File: src/rtl/memory_access_unit_if.sv
// Data-memory bus between the load/store unit and memory:
// request with grant, followed by a read-data valid strobe.
interface memory_access_unit_if #(
    parameter int unsigned DATA_WIDTH = 32
);
    logic                    req;
    logic                    we;
    logic [DATA_WIDTH-1:0]   addr;
    logic [DATA_WIDTH/8-1:0] be;
    logic [DATA_WIDTH-1:0]   wdata;
    logic                    gnt;
    logic                    rvalid;
    logic [DATA_WIDTH-1:0]   rdata;

    modport master (
        output req, we, addr, be, wdata,
        input  gnt, rvalid, rdata
    );

    modport slave (
        input  req, we, addr, be, wdata,
        output gnt, rvalid, rdata
    );
endinterface

File: src/rtl/memory_access_unit.sv
// Memory-stage load/store unit: drives the data bus, aligns load data and
// stalls the pipeline while an access is outstanding.
module memory_access_unit #(
    parameter int unsigned DATA_WIDTH = 32,
    parameter int unsigned TIMEOUT    = 16
) (
    input  logic                  clk_i,
    input  logic                  rst_n_i,
    input  logic                  MemReadM_i,
    input  logic                  MemWriteM_i,
    input  logic [2:0]            MemSizeM_i,
    input  logic [DATA_WIDTH-1:0] ALUResultM_i,
    input  logic [DATA_WIDTH-1:0] WriteDataM_i,
    memory_access_unit_if.master  mem,
    output logic                  StallM_o,
    output logic [DATA_WIDTH-1:0] ReadDataM_o,
    output logic                  misaligned_o,
    output logic                  bus_err_o
);

    localparam int unsigned CNT_W = 8;

    typedef enum logic [1:0] {IDLE, REQ, RESP, DONE} state_t;

    state_t            state, state_nxt;
    logic [CNT_W-1:0]  cnt;
    logic              cnt_clr, cnt_inc, capture, timeout;
    logic [1:0]        a;
    logic              acc, is_load, legal;
    logic [3:0]        be;
    logic [31:0]       wdata, lane, load_fmt;
    logic              cnt_expired;

    assign a           = ALUResultM_i[1:0];
    assign acc         = MemReadM_i | MemWriteM_i;
    assign is_load     = MemReadM_i;
    assign cnt_expired = (cnt == CNT_W'(TIMEOUT - 1));

    // Byte enables, store-lane replication and alignment legality
    always_comb begin
        be    = 4'b0000;
        wdata = WriteDataM_i;
        legal = 1'b0;
        case (MemSizeM_i)
            3'b000, 3'b100: begin
                be    = 4'b0001 << a;
                wdata = {4{WriteDataM_i[7:0]}};
                legal = 1'b1;
            end
            3'b001, 3'b101: begin
                be    = a[1] ? 4'b1100 : 4'b0011;
                wdata = {2{WriteDataM_i[15:0]}};
                legal = ~a[0];
            end
            3'b010: begin
                be    = 4'b1111;
                legal = (a == 2'b00);
            end
            default: ;
        endcase
    end

    // Shift the addressed lane down and extend per load size
    always_comb begin
        lane     = mem.rdata >> {a, 3'b000};
        load_fmt = lane;
        case (MemSizeM_i)
            3'b000:  load_fmt = {{24{lane[7]}}, lane[7:0]};
            3'b100:  load_fmt = {24'b0, lane[7:0]};
            3'b001:  load_fmt = {{16{lane[15]}}, lane[15:0]};
            3'b101:  load_fmt = {16'b0, lane[15:0]};
            default: load_fmt = lane;
        endcase
    end

    always_ff @(posedge clk_i or negedge rst_n_i) begin
        if (!rst_n_i) begin
            state       <= IDLE;
            cnt         <= '0;
            ReadDataM_o <= '0;
            bus_err_o   <= 1'b0;
        end else begin
            state     <= state_nxt;
            bus_err_o <= timeout;
            if (cnt_clr)
                cnt <= '0;
            else if (cnt_inc)
                cnt <= cnt + CNT_W'(1);
            if (capture)
                ReadDataM_o <= load_fmt;
        end
    end

    always_comb begin
        state_nxt = state;
        cnt_clr   = 1'b0;
        cnt_inc   = 1'b0;
        capture   = 1'b0;
        timeout   = 1'b0;
        case (state)
            IDLE: begin
                if (acc && legal) begin
                    state_nxt = REQ;
                    cnt_clr   = 1'b1;
                end
            end
            REQ: begin
                if (mem.gnt) begin
                    if (!is_load) begin
                        state_nxt = DONE;
                    end else if (mem.rvalid) begin
                        capture   = 1'b1;
                        state_nxt = DONE;
                    end else begin
                        state_nxt = RESP;
                        cnt_clr   = 1'b1;
                    end
                end else if (cnt_expired) begin
                    timeout   = 1'b1;
                    state_nxt = DONE;
                end else begin
                    cnt_inc = 1'b1;
                end
            end
            RESP: begin
                if (mem.rvalid) begin
                    capture   = 1'b1;
                    state_nxt = DONE;
                end else if (cnt_expired) begin
                    timeout   = 1'b1;
                    state_nxt = DONE;
                end else begin
                    cnt_inc = 1'b1;
                end
            end
            DONE: state_nxt = IDLE;
            default: state_nxt = IDLE;
        endcase
    end

    // Bus fields follow the MEM inputs, which the stall keeps frozen
    assign mem.req   = (state == REQ);
    assign mem.we    = MemWriteM_i & ~MemReadM_i;
    assign mem.addr  = {ALUResultM_i[31:2], 2'b00};
    assign mem.be    = be;
    assign mem.wdata = wdata;

    // Gated by reset so an asserted reset releases the pipeline at once
    assign StallM_o     = rst_n_i & ((state == REQ) || (state == RESP) ||
                                     ((state == IDLE) && acc && legal));
    assign misaligned_o = rst_n_i & (state == IDLE) & acc & ~legal;

endmodule

File: src/flat_wrapper.sv
// flat-port wrapper written by rule: the top's interface ports become plain ports
module memory_access_unit_flat 
#(
    parameter int unsigned DATA_WIDTH = 32,
    parameter int unsigned TIMEOUT    = 16
)
  (clk_i, rst_n_i, MemReadM_i, MemWriteM_i, MemSizeM_i, ALUResultM_i, WriteDataM_i, StallM_o, ReadDataM_o, misaligned_o, bus_err_o, mem_req, mem_we, mem_addr, mem_be, mem_wdata, mem_gnt, mem_rvalid, mem_rdata);
  memory_access_unit_if #(.DATA_WIDTH(DATA_WIDTH)) mem_i ();
  input  logic clk_i;
  input  logic rst_n_i;
  input  logic MemReadM_i;
  input  logic MemWriteM_i;
  input  logic [2:0] MemSizeM_i;
  input  logic [DATA_WIDTH-1:0] ALUResultM_i;
  input  logic [DATA_WIDTH-1:0] WriteDataM_i;
  output logic StallM_o;
  output logic [DATA_WIDTH-1:0] ReadDataM_o;
  output logic misaligned_o;
  output logic bus_err_o;
  output wire logic [$bits(mem_i.req)-1:0] mem_req;
  output wire logic [$bits(mem_i.we)-1:0] mem_we;
  output wire logic [$bits(mem_i.addr)-1:0] mem_addr;
  output wire logic [$bits(mem_i.be)-1:0] mem_be;
  output wire logic [$bits(mem_i.wdata)-1:0] mem_wdata;
  input wire logic [$bits(mem_i.gnt)-1:0] mem_gnt;
  input wire logic [$bits(mem_i.rvalid)-1:0] mem_rvalid;
  input wire logic [$bits(mem_i.rdata)-1:0] mem_rdata;
  assign mem_req = mem_i.req;
  assign mem_we = mem_i.we;
  assign mem_addr = mem_i.addr;
  assign mem_be = mem_i.be;
  assign mem_wdata = mem_i.wdata;
  assign mem_i.gnt = mem_gnt;
  assign mem_i.rvalid = mem_rvalid;
  assign mem_i.rdata = mem_rdata;
  memory_access_unit #(.DATA_WIDTH(DATA_WIDTH), .TIMEOUT(TIMEOUT)) u_core (.clk_i(clk_i), .rst_n_i(rst_n_i), .MemReadM_i(MemReadM_i), .MemWriteM_i(MemWriteM_i), .MemSizeM_i(MemSizeM_i), .ALUResultM_i(ALUResultM_i), .WriteDataM_i(WriteDataM_i), .mem(mem_i), .StallM_o(StallM_o), .ReadDataM_o(ReadDataM_o), .misaligned_o(misaligned_o), .bus_err_o(bus_err_o));
endmodule
File: config.mk
export PLATFORM = sky130hd
export DESIGN_NAME = memory_access_unit_flat
export DESIGN_NICKNAME = d
export VERILOG_FILES = /design/src/rtl/memory_access_unit_if.sv /design/src/rtl/memory_access_unit.sv /design/src/flat_wrapper.sv
export SDC_FILE = /design/constraint.sdc
export NUM_CORES = 1
export LEC_CHECK = 0
export ABC_CLOCK_PERIOD_IN_PS = 2500
export BUFFER_PORTS_ARGS = -buffer_cell sky130_fd_sc_hd__buf_4
export CAP_MARGIN = 20
export CELL_PAD_IN_SITES_DETAIL_PLACEMENT = 1
export CELL_PAD_IN_SITES_GLOBAL_PLACEMENT = 1
export CORE_MARGIN = 3
export CORE_UTILIZATION = 29
export DETAILED_ROUTE_END_ITERATION = 12
export PLACE_DENSITY = 0.89
export SYNTH_ARGS = -nofsm -noshare
export SYNTH_HDL_FRONTEND = slang
export SYNTH_SLANG_ARGS = --single-unit
File: constraint.sdc
create_clock -name clk_i -period 2.5 [get_ports clk_i]
set_input_delay 0.125 -clock clk_i [delete_from_list [all_inputs] [get_ports clk_i]]
set_output_delay 0.125 -clock clk_i [all_outputs]
set_load 0.005 [all_outputs]
**Word-level counts from Yosys, hierarchy flattened**

Cells that the tools add are included.
W data, S select, Z words.

- Register bits: 43
- Memory bits (writable): 0
- Memories kept: 0
- Word-level logic and storage cells: 67
- Output and inout bits: 105
- Memory bits (read-only): 0
- Input bits: 105
- Bits in latches: 0

- Order comparisons: 0
- Muxes and demuxes: 31
- Divide/modulo/power cells: 0
- Add/subtract/negate cells: 1
- $mul: 0
- Shift-type cells: 2
- Bitwise gates (word level): 9
- Reductions and logical operators: 11
- Equal/unequal tests: 9

Operator list:

| kind | count |
|---|---|
| $pmux W32 S4 | 1 |
| $pmux W32 S2 | 1 |
| $shr A32 B5 Y32 | 1 |
| $mux W8 | 2 |
| $mux W1 | 14 |
| $pmux W4 S3 | 1 |
| $mux W2 | 5 |
| $add A8 B1 Y8 const B | 1 |
| $eq A8 B4 Y1 const B | 1 |
| $pmux W1 S2 | 4 |
| $pmux W2 S4 | 1 |
| $eq A3 B3 Y1 const B | 2 |
| $and A1 B1 Y1 | 5 |
| $eq A2 B2 Y1 const B | 2 |
| $logic_not A2 Y1 | 2 |
| $mux W4 | 1 |
| $reduce_or A2 Y1 | 2 |
| $shl A1 B2 Y4 const A | 1 |
| $eq A3 B1 Y1 const B | 1 |
| $eq A3 B2 Y1 const B | 1 |
| $logic_and A1 B1 Y1 | 3 |
| $logic_not A3 Y1 | 1 |
| $not A1 Y1 | 3 |
| $pmux W1 S3 | 1 |
| other kinds (5) | 6 |

**Depth between registers and ports, before layout**

Gate-level depths: netlist (run 1).

- Word-level depth: 7
- Depth in mapped cells: 8
- Mapped depth without buffers: 6

**Least setup slack after synthesis (run 1)**

Ideal clock, no wire load.

- Kind: reg-to-reg
- Start point: reg u_core.state[1]
- End point: reg u_core.ReadDataM_o[4]
- Required time: 2375 ps
- Library setup time: 125 ps
- Buffers on the path: 2
- Cell stages (with the launch flop): 8
- Arrival: 1680 ps
- Slack: 696 ps
- Period minus slack after synthesis: 1804 ps
- Cell sequence: dfrtp_1 inv_1 ha_1 and3_1 o211a_1 buf_2 buf_2 mux2_2

- Cells in the longest elaborated chain, start to end: 2
- Elaborated cells on any way between the ends: 3
- Classes of those cells: eq/ne (2); mux (1)

Ends and longest elaborated chain:

| item | line | text |
|---|---|---|
| start: declaration | memory_access_unit.sv:25 | `state_t state, state_nxt;` |
| start signal: assignment | memory_access_unit.sv:83 | `state <= state_nxt;` |
| $eq A2 B1 Y1 | -- |  |
| via mem_req | flat_wrapper.sv:20 | `output wire logic [$bits(mem_i.req)-1:0] mem_req;` |
| $pmux W1 S2 | memory_access_unit.sv:100 | `case (state)` |
| end signal: assignment | memory_access_unit.sv:90 | `ReadDataM_o <= load_fmt;` |
| end: declaration | memory_access_unit.sv:16 | `output logic [DATA_WIDTH-1:0] ReadDataM_o,` |

The timed path passes the listed nets, and every way through them passes these cells.
A chain may end at the register's enable or synchronous reset.

**Final worst setup path (run 1)**

- Start point: reg u_core.state[1]
- End point: reg u_core.ReadDataM_o[31]

- Cells in the longest elaborated chain, start to end: 2
- Elaborated cells on any way between the ends: 3
- Classes of those cells: eq/ne (2); mux (1)

Ends and longest elaborated chain:

| item | line |
|---|---|
| $eq A2 B2 Y1 / $eq A2 B1 Y1 (equally long branches) | memory_access_unit.sv:100 |
| $pmux W1 S2 (*) | memory_access_unit.sv:100 |

Mark *: on every way between the ends. The rest lies on a longest branch, timed or not.

==> results.py, run 1 <==
metrics = {
    "run_status": {
        "status": "complete, no violations",
    },
    "min_path": {
        "whs_endpoint": "u_core.ReadDataM_o[28]",
        "hold_start": "mem_rdata[28]",
        "hold_path_class": "input port to register",
        "worst_hold_path.num_cells": 3,
    },
    "job": {
        "drv_cap": 0,
    },
    "sta": {
        "rsz0062_at_grt": "false",
        "fin_skew_ns": 0.00554,
        "max_slew.worst_pin.slew_ns": 0.611,
        "drv_slew": 0,
        "hold_violations": 0,
        "period_needed_ns": 2.06,
        "fmax_ghz": 0.485,
        "fin_crit_sh": 0.824,
        "fin_setup_tns_ns": 0,
        "worst_hold_slack_ns": 0.0966,
        "setup_violations": 0,
        "max_slew_margin": 0.589,
    },
    "global_routing": {
        "grt_pass1_vias": 3446,
        "grt_pass1_wl_mm": 17.7,
        "antenna_found_initial": 0,
        "grtUsageTotal": 0.176,
        "grt_max_degree": 46,
        "grt_overflow_total": 0,
    },
    "synth": {
        "synthArstFlopShare": 1.00,
        "synth_common_cells": "nand2_1, dfrtp_1, buf_4",
        "synth-edff-count": 0,
        "yosysTopAreaCell": "dfrtp_1",
        "synth_area_leaders": "dfrtp_1, buf_4, nand2_1",
        "yosysWarnings": 0,
        "yosys.cell_count.top_type": "nand2_1",
        "synthCells": 376,
        "synth-seq-cells": 43,
        "post_synth.cell_area_avg_um2": 8.52,
        "synth_top_area_share": 0.336,
        "synth.distinct_cells": 52,
        "netlist_area_um2": 3200,
        "yosysSeqAreaShare": 0.336,
        "synthFlopType": "dfrtp_1",
    },
    "setup_path": {
        "r2r_cells": 7,
        "r2r_start": "u_core.state[1]",
        "critPathRequiredTime_ns": 2.74,
        "rrSetupSlack_ns": 0.44,
        "start_kind": "register",
        "worstSetupEndpointType": "register",
        "worstPathArrival_ns": 2.30,
        "critPathKind": "register to register",
        "cp_max_fo": 14,
        "worstReg2RegEnd": "u_core.ReadDataM_o[31]",
    },
    "power_and_ir_drop": {
        "vdd_drop_max_mv": 0.226,
        "leakage_nw": 2.06,
        "power.density_nw_per_um2": 753,
    },
    "floorplanning": {
        "rows": 37,
        "design.die.area_um2": 12300,
        "io_pins": 210,
        "core-area_um2": 10600,
        "die_w_um": 111,
        "initial_utilization": 0.304,
        "die_y_um": 111,
    },
    "drt": {
        "wl_per_cell_um": 18.5,
        "first_pass_iters": 4,
        "via_per_inst": 5.23,
        "vias": 3188,
        "drt_wl_total_mm": 11.3,
        "drt_iter0_drc": 125,
        "ant_nets": 0,
        "drc": 0,
    },
    "placement": {
        "dpl_cell_area_um2": 4080,
        "hpwl_mm": 9.02,
        "io_buffers": 147,
        "dp_cells": 600,
        "place.gp.congestion": 0.834,
    },
    "clocking": {
        "clockBufferDepth": 2,
        "ctsResizeCount": 0,
        "htree_levels": 2,
        "cts_buffers": 5,
        "ctsRootBufferMaster": "clkbuf_8",
        "cts_tree": "built",
        "clk_latency_ns": 0.30,
        "clk_pin_slew_ns": 0.09,
        "clkSinkCount": 43,
    },
    "cells_and_area": {
        "antenna_cells": 0,
        "areaGrowthSynthToFinish_pct": 30.2,
        "drive_gt1_frac": 0.383,
        "num-nets-final": 581,
        "final_cells": 609,
        "design_area_um2": 4170,
    },
}
[metal layers]
layer | vias up | GRT usage | wire [um]
li1 | 1473 | - | -
met1 | 1531 | 0.201 | 4470
met2 | 142 | 0.312 | 5680
met3 | 42 | 0.0393 | 734
met4 | 0 | 0.0803 | 409
met5 | - | 0 | 0
[logic make-up (layout without fill, tap and decap cells)]
family	Yosys count	in the layout	share of synthesized area
AO/OA/AOI/OAI	81	81	0.169
XOR/XNOR	1	1	0.00273
adder cells (fa/ha/maj)	4	4	0.0156
buffers and inverters	69	165	0.139
flip-flops	43	43	0.336
multiplexers	40	40	0.135
other	1	2	0.00117
AND/OR/NAND/NOR	137	137	0.202
[per-stage QoR]
stage,setup slack [ns],total power (W),util
floorplan,0.696,0.00190,-
global placement,0.564,0.00265,0.386
detailed placement,0.456,0.00274,0.386
CTS,0.427,0.00319,0.395
global route,0.274,0.00340,0.395
finish,0.440,0.00314,0.395
[report_power, final]
part	switching [W]	internal (W)	total (W)
Sequential	0.000200	0.000988	0.00119
Combinational	0.000711	0.000797	0.00151
Clock	0.000249	0.000196	0.000445
Total	0.00116	0.00198	0.00314
[critical path, stage by stage (launching register included)]
cell	delay, ns
dfrtp_1	0.40
inv_1	0.11
ha_1	0.25
and3_1	0.22
o211a_1	0.50
buf_4	0.28
nand3_1	0.10
nand3_1	0.12
[how the worst max path moves through the flow]
stage | start | end | slack (ns) | cells after the start
global placement | u_core.state[1] | u_core.ReadDataM_o[31] | 0.56 | 7
CTS | u_core.state[1] | u_core.ReadDataM_o[31] | 0.43 | 7
finish | u_core.state[1] | u_core.ReadDataM_o[31] | 0.44 | 7
detailed placement | u_core.state[1] | u_core.ReadDataM_o[20] | 0.46 | 6
floorplan | u_core.state[1] | u_core.ReadDataM_o[4] | 0.70 | 7
global route | u_core.state[1] | u_core.ReadDataM_o[16] | 0.27 | 6
[what timing repair did]
action,CTS,global route
hold endpoints to repair,43,0
buffers inserted,0,0
hold buffers,1,0
[cell type report]
cell class | count | area (um2)
Timing Repair Buffer | 150 | 1130
Clock buffer | 6 | 72.6
Fill cell | 1306 | 6380
Clock inverter | 2 | 12.5
Sequential cell | 43 | 1080
Multi-Input combinational cell | 265 | 1690
Tap cell | 136 | 170
Inverter | 7 | 26.3
[layout by cell type, fill, tap and decap left out, types with 2 or more instances in the layout]
master / count
inv_1: 7
clkbuf_8: 5
nor4_1: 2
mux2i_1: 23
or4_1: 2
mux2_2: 16
o21ai_0: 13
nor3_1: 2
o31ai_1: 4
dfrtp_1: 43
or3_1: 3
and3_1: 3
conb_1: 2
nand3_1: 17
o311ai_0: 7
nor2_1: 17
o21ai_1: 3
buf_4: 149
o2bb2ai_1: 7
a211oi_1: 8
nor2b_1: 11
o311ai_1: 2
nand2_1: 69
a21oi_1: 25
nand2b_1: 2
ha_1: 4
[flip-flops by register name (all words and copies together) (netlist names)]
signal / cells
u_core.ReadDataM_o: 32
u_core.cnt: 8
u_core.bus_err_o: 1
u_core.state: 2
(Power assumes the default switching activity.)
==> inputs of run 2 (changes only) <==
Settings changed: ABC_CLOCK_PERIOD_IN_PS 2500 to 1760, CORE_UTILIZATION 29 to 26, PLACE_DENSITY 0.89 to 0.85.
Clock period 2.5 ns to 1.76 ns, I/O delays scaled along.
==> run 2 against run 1 <==
Register-to-register slack got worse by 0.44 ns. Wire length rose by 6.8%. Sequential share of layout area fell by 2.3 points. Core utilization fell by 0.47 points. Power rose by 67%. Setup slack got worse by 0.44 ns. Sequential power rose by 45%. Combinational power rose by 74%. Cell count rose by 4.9%. Final area rose by 9.6%. Non-clock buffer count rose by 23.
==> results.py, run 2 (synthesis gave the netlist of run 1 again) <==
metrics = {
    "drt": {
        "vias": 3298,
        "ant_nets": 0,
        "drt_wl_total_mm": 12.1,
        "drc": 0,
        "drt_iter0_drc": 151,
        "via_per_inst": 5.16,
        "first_pass_iters": 4,
        "wl_per_cell_um": 18.9,
    },
    "cells_and_area": {
        "areaGrowthSynthToFinish_pct": 42.8,
        "layout_commonest_cell": "buf_4",
        "reg_top3": "u_core.ReadDataM_o: 32 flops, u_core.cnt: 8 flops, u_core.state: 2 flops",
        "largest_reg_flops": 32,
        "num-nets-final": 604,
        "final_util": 0.391,
        "mostFrequentLayoutCells": "buf_4, nand2_1, dfrtp_1",
        "antenna_cells": 0,
        "n_fill_cell": 1400,
        "drive_gt1_frac": 0.454,
        "largest_register": "u_core.ReadDataM_o",
        "design_area_um2": 4570,
    },
    "clocking": {
        "cts_buffers": 5,
        "clk_latency_ns": 0.28,
        "clk_pin_slew_ns": 0.07,
        "ctsRootBufferMaster": "clkbuf_16",
        "clkSinkCount": 43,
        "htree_levels": 2,
        "clockBufferDepth": 2,
        "cts_tree": "built",
    },
    "power_and_ir_drop": {
        "power.density_nw_per_um2": 1150,
        "vdd_drop_max_mv": 0.556,
        "leakage_nw": 2.22,
    },
    "sta": {
        "setup_violations": 0,
        "fin_crit_sh": 0.999,
        "max_slew.worst_pin.slew_ns": 0.521,
        "drv_slew": 0,
        "rsz0062_at_grt": "true",
        "layout_setup_ws_ns": 0.00106,
        "fin_setup_tns_ns": 0,
        "period_needed_ns": 1.76,
        "fin_skew_ns": 0.00456,
        "hold_violations": 0,
        "fmax_ghz": 0.569,
        "max_slew_margin": 0.652,
    },
    "floorplanning": {
        "die_w_um": 117,
        "initial_utilization": 0.274,
        "core-area_um2": 11700,
        "design.die.area_um2": 13700,
        "rows": 39,
        "die_y_um": 117,
        "io_pins": 210,
    },
    "setup_path": {
        "worstPathArrival_ns": 1.97,
        "critPathSlowestCell": "or4b_4",
        "r2r_start": "u_core.state[0]",
        "critPathBufInv": 1,
        "worstSetupEndpointType": "register",
        "critPathKind": "register to register",
        "crit_path_max_incr_delay_ns": 0.53,
        "start_kind": "register",
        "crit_chain": "inv_2 -> ha_4 -> and2b_2 -> o21ai_2 -> or4b_4 -> a21oi_2",
        "path_delay_family": "simple AND/OR/NAND/NOR gates",
        "cp_max_fo": 6,
        "critPathRequiredTime_ns": 1.97,
        "crit_start": "u_core.state[0]",
    },
    "placement": {
        "dpl_cell_area_um2": 4280,
        "io_buffers": 147,
        "dpl_worst_slack_ns": -0.0840,
        "hpwl_mm": 9.20,
        "place.gp.congestion": 0.823,
    },
    "min_path": {
        "hold_path_class": "input port to register",
        "hold_start": "mem_rdata[29]",
    },
    "global_routing": {
        "grt_pass1_vias": 3600,
        "grt_max_degree": 42,
        "grt_pass1_wl_mm": 18.4,
        "grt_overflow_total": 0,
        "antenna_found_initial": 0,
        "grtUsageTotal": 0.169,
    },
    "job": {
        "drv_cap": 0,
    },
    "run_status": {
        "status": "complete, no violations",
    },
}
-- run 2: power breakdown --
part,switching [W],total (W),internal [W]
logic,0.00118,0.00262,0.00144
registers,0.000314,0.00172,0.00141
clock network,0.000387,0.000911,0.000524
-- run 2: worst register-to-register path: stages, from the launching register on --
cell     delay (ns)
dfrtp_1        0.42
inv_2          0.13
ha_4           0.17
and2b_2        0.20
o21ai_2        0.11
or4b_4         0.53
a21oi_2        0.13
-- run 2: metal layers --
metal	vias up	wire, um	track usage
li1	1520	-	-
met4	0	221	0.0451
met3	18	869	0.0380
met2	133	6330	0.317
met1	1627	4640	0.192
met5	-	0	0
-- run 2: path summary, 6_finish.rpt --
| kind | slack (ns) | cells past startpoint | endpoint |
|---|---|---|---|
| max | 0.001 | 6 | u_core.cnt[4] |
| max in group asynchronous | 0.90 | 3 | u_core.ReadDataM_o[15] |
| min reg2reg | 0.52 | 2 | u_core.ReadDataM_o[22] |
| min | 0.07 | 3 | u_core.ReadDataM_o[29] |
| max reg2reg | 0.001 | 6 | u_core.cnt[4] |
| min in group asynchronous | 0.15 | 2 | u_core.state[1] |
-- run 2: repair_timing --
action                                 in CTS  in global routing
hold buffers                                1                  0
setup buffers                               0                  2
setup endpoints to repair                  21                 19
resized for setup                          13                 19
gates cloned                                0                  1
pin swaps                                   0                  3
endpoints found under the hold margin      43                  0
-- run 2: metrics by stage --
stage	instances	power (W)	hold WS, ns
CTS	636	0.00516	0.0657
global route	639	0.00562	0.0804
detailed placement	627	0.00412	-0.0923
global placement	627	0.00398	-0.0938
floorplan	377	0.00271	-0.208
finish	639	0.00525	0.0725
-- run 2: area by class of cell --
| class | count | area (um2) | share of cell area |
|---|---|---|---|
| Clock inverter | 2 | 12.5 | 0.00274 |
| Sequential cell | 43 | 1080 | 0.235 |
| Tap cell | 143 | 179 | 0.0391 |
| Multi-Input combinational cell | 265 | 1800 | 0.393 |
| Timing Repair Buffer | 173 | 1360 | 0.296 |
| Clock buffer | 6 | 129 | 0.0282 |
| Inverter | 7 | 26.3 | 0.00574 |
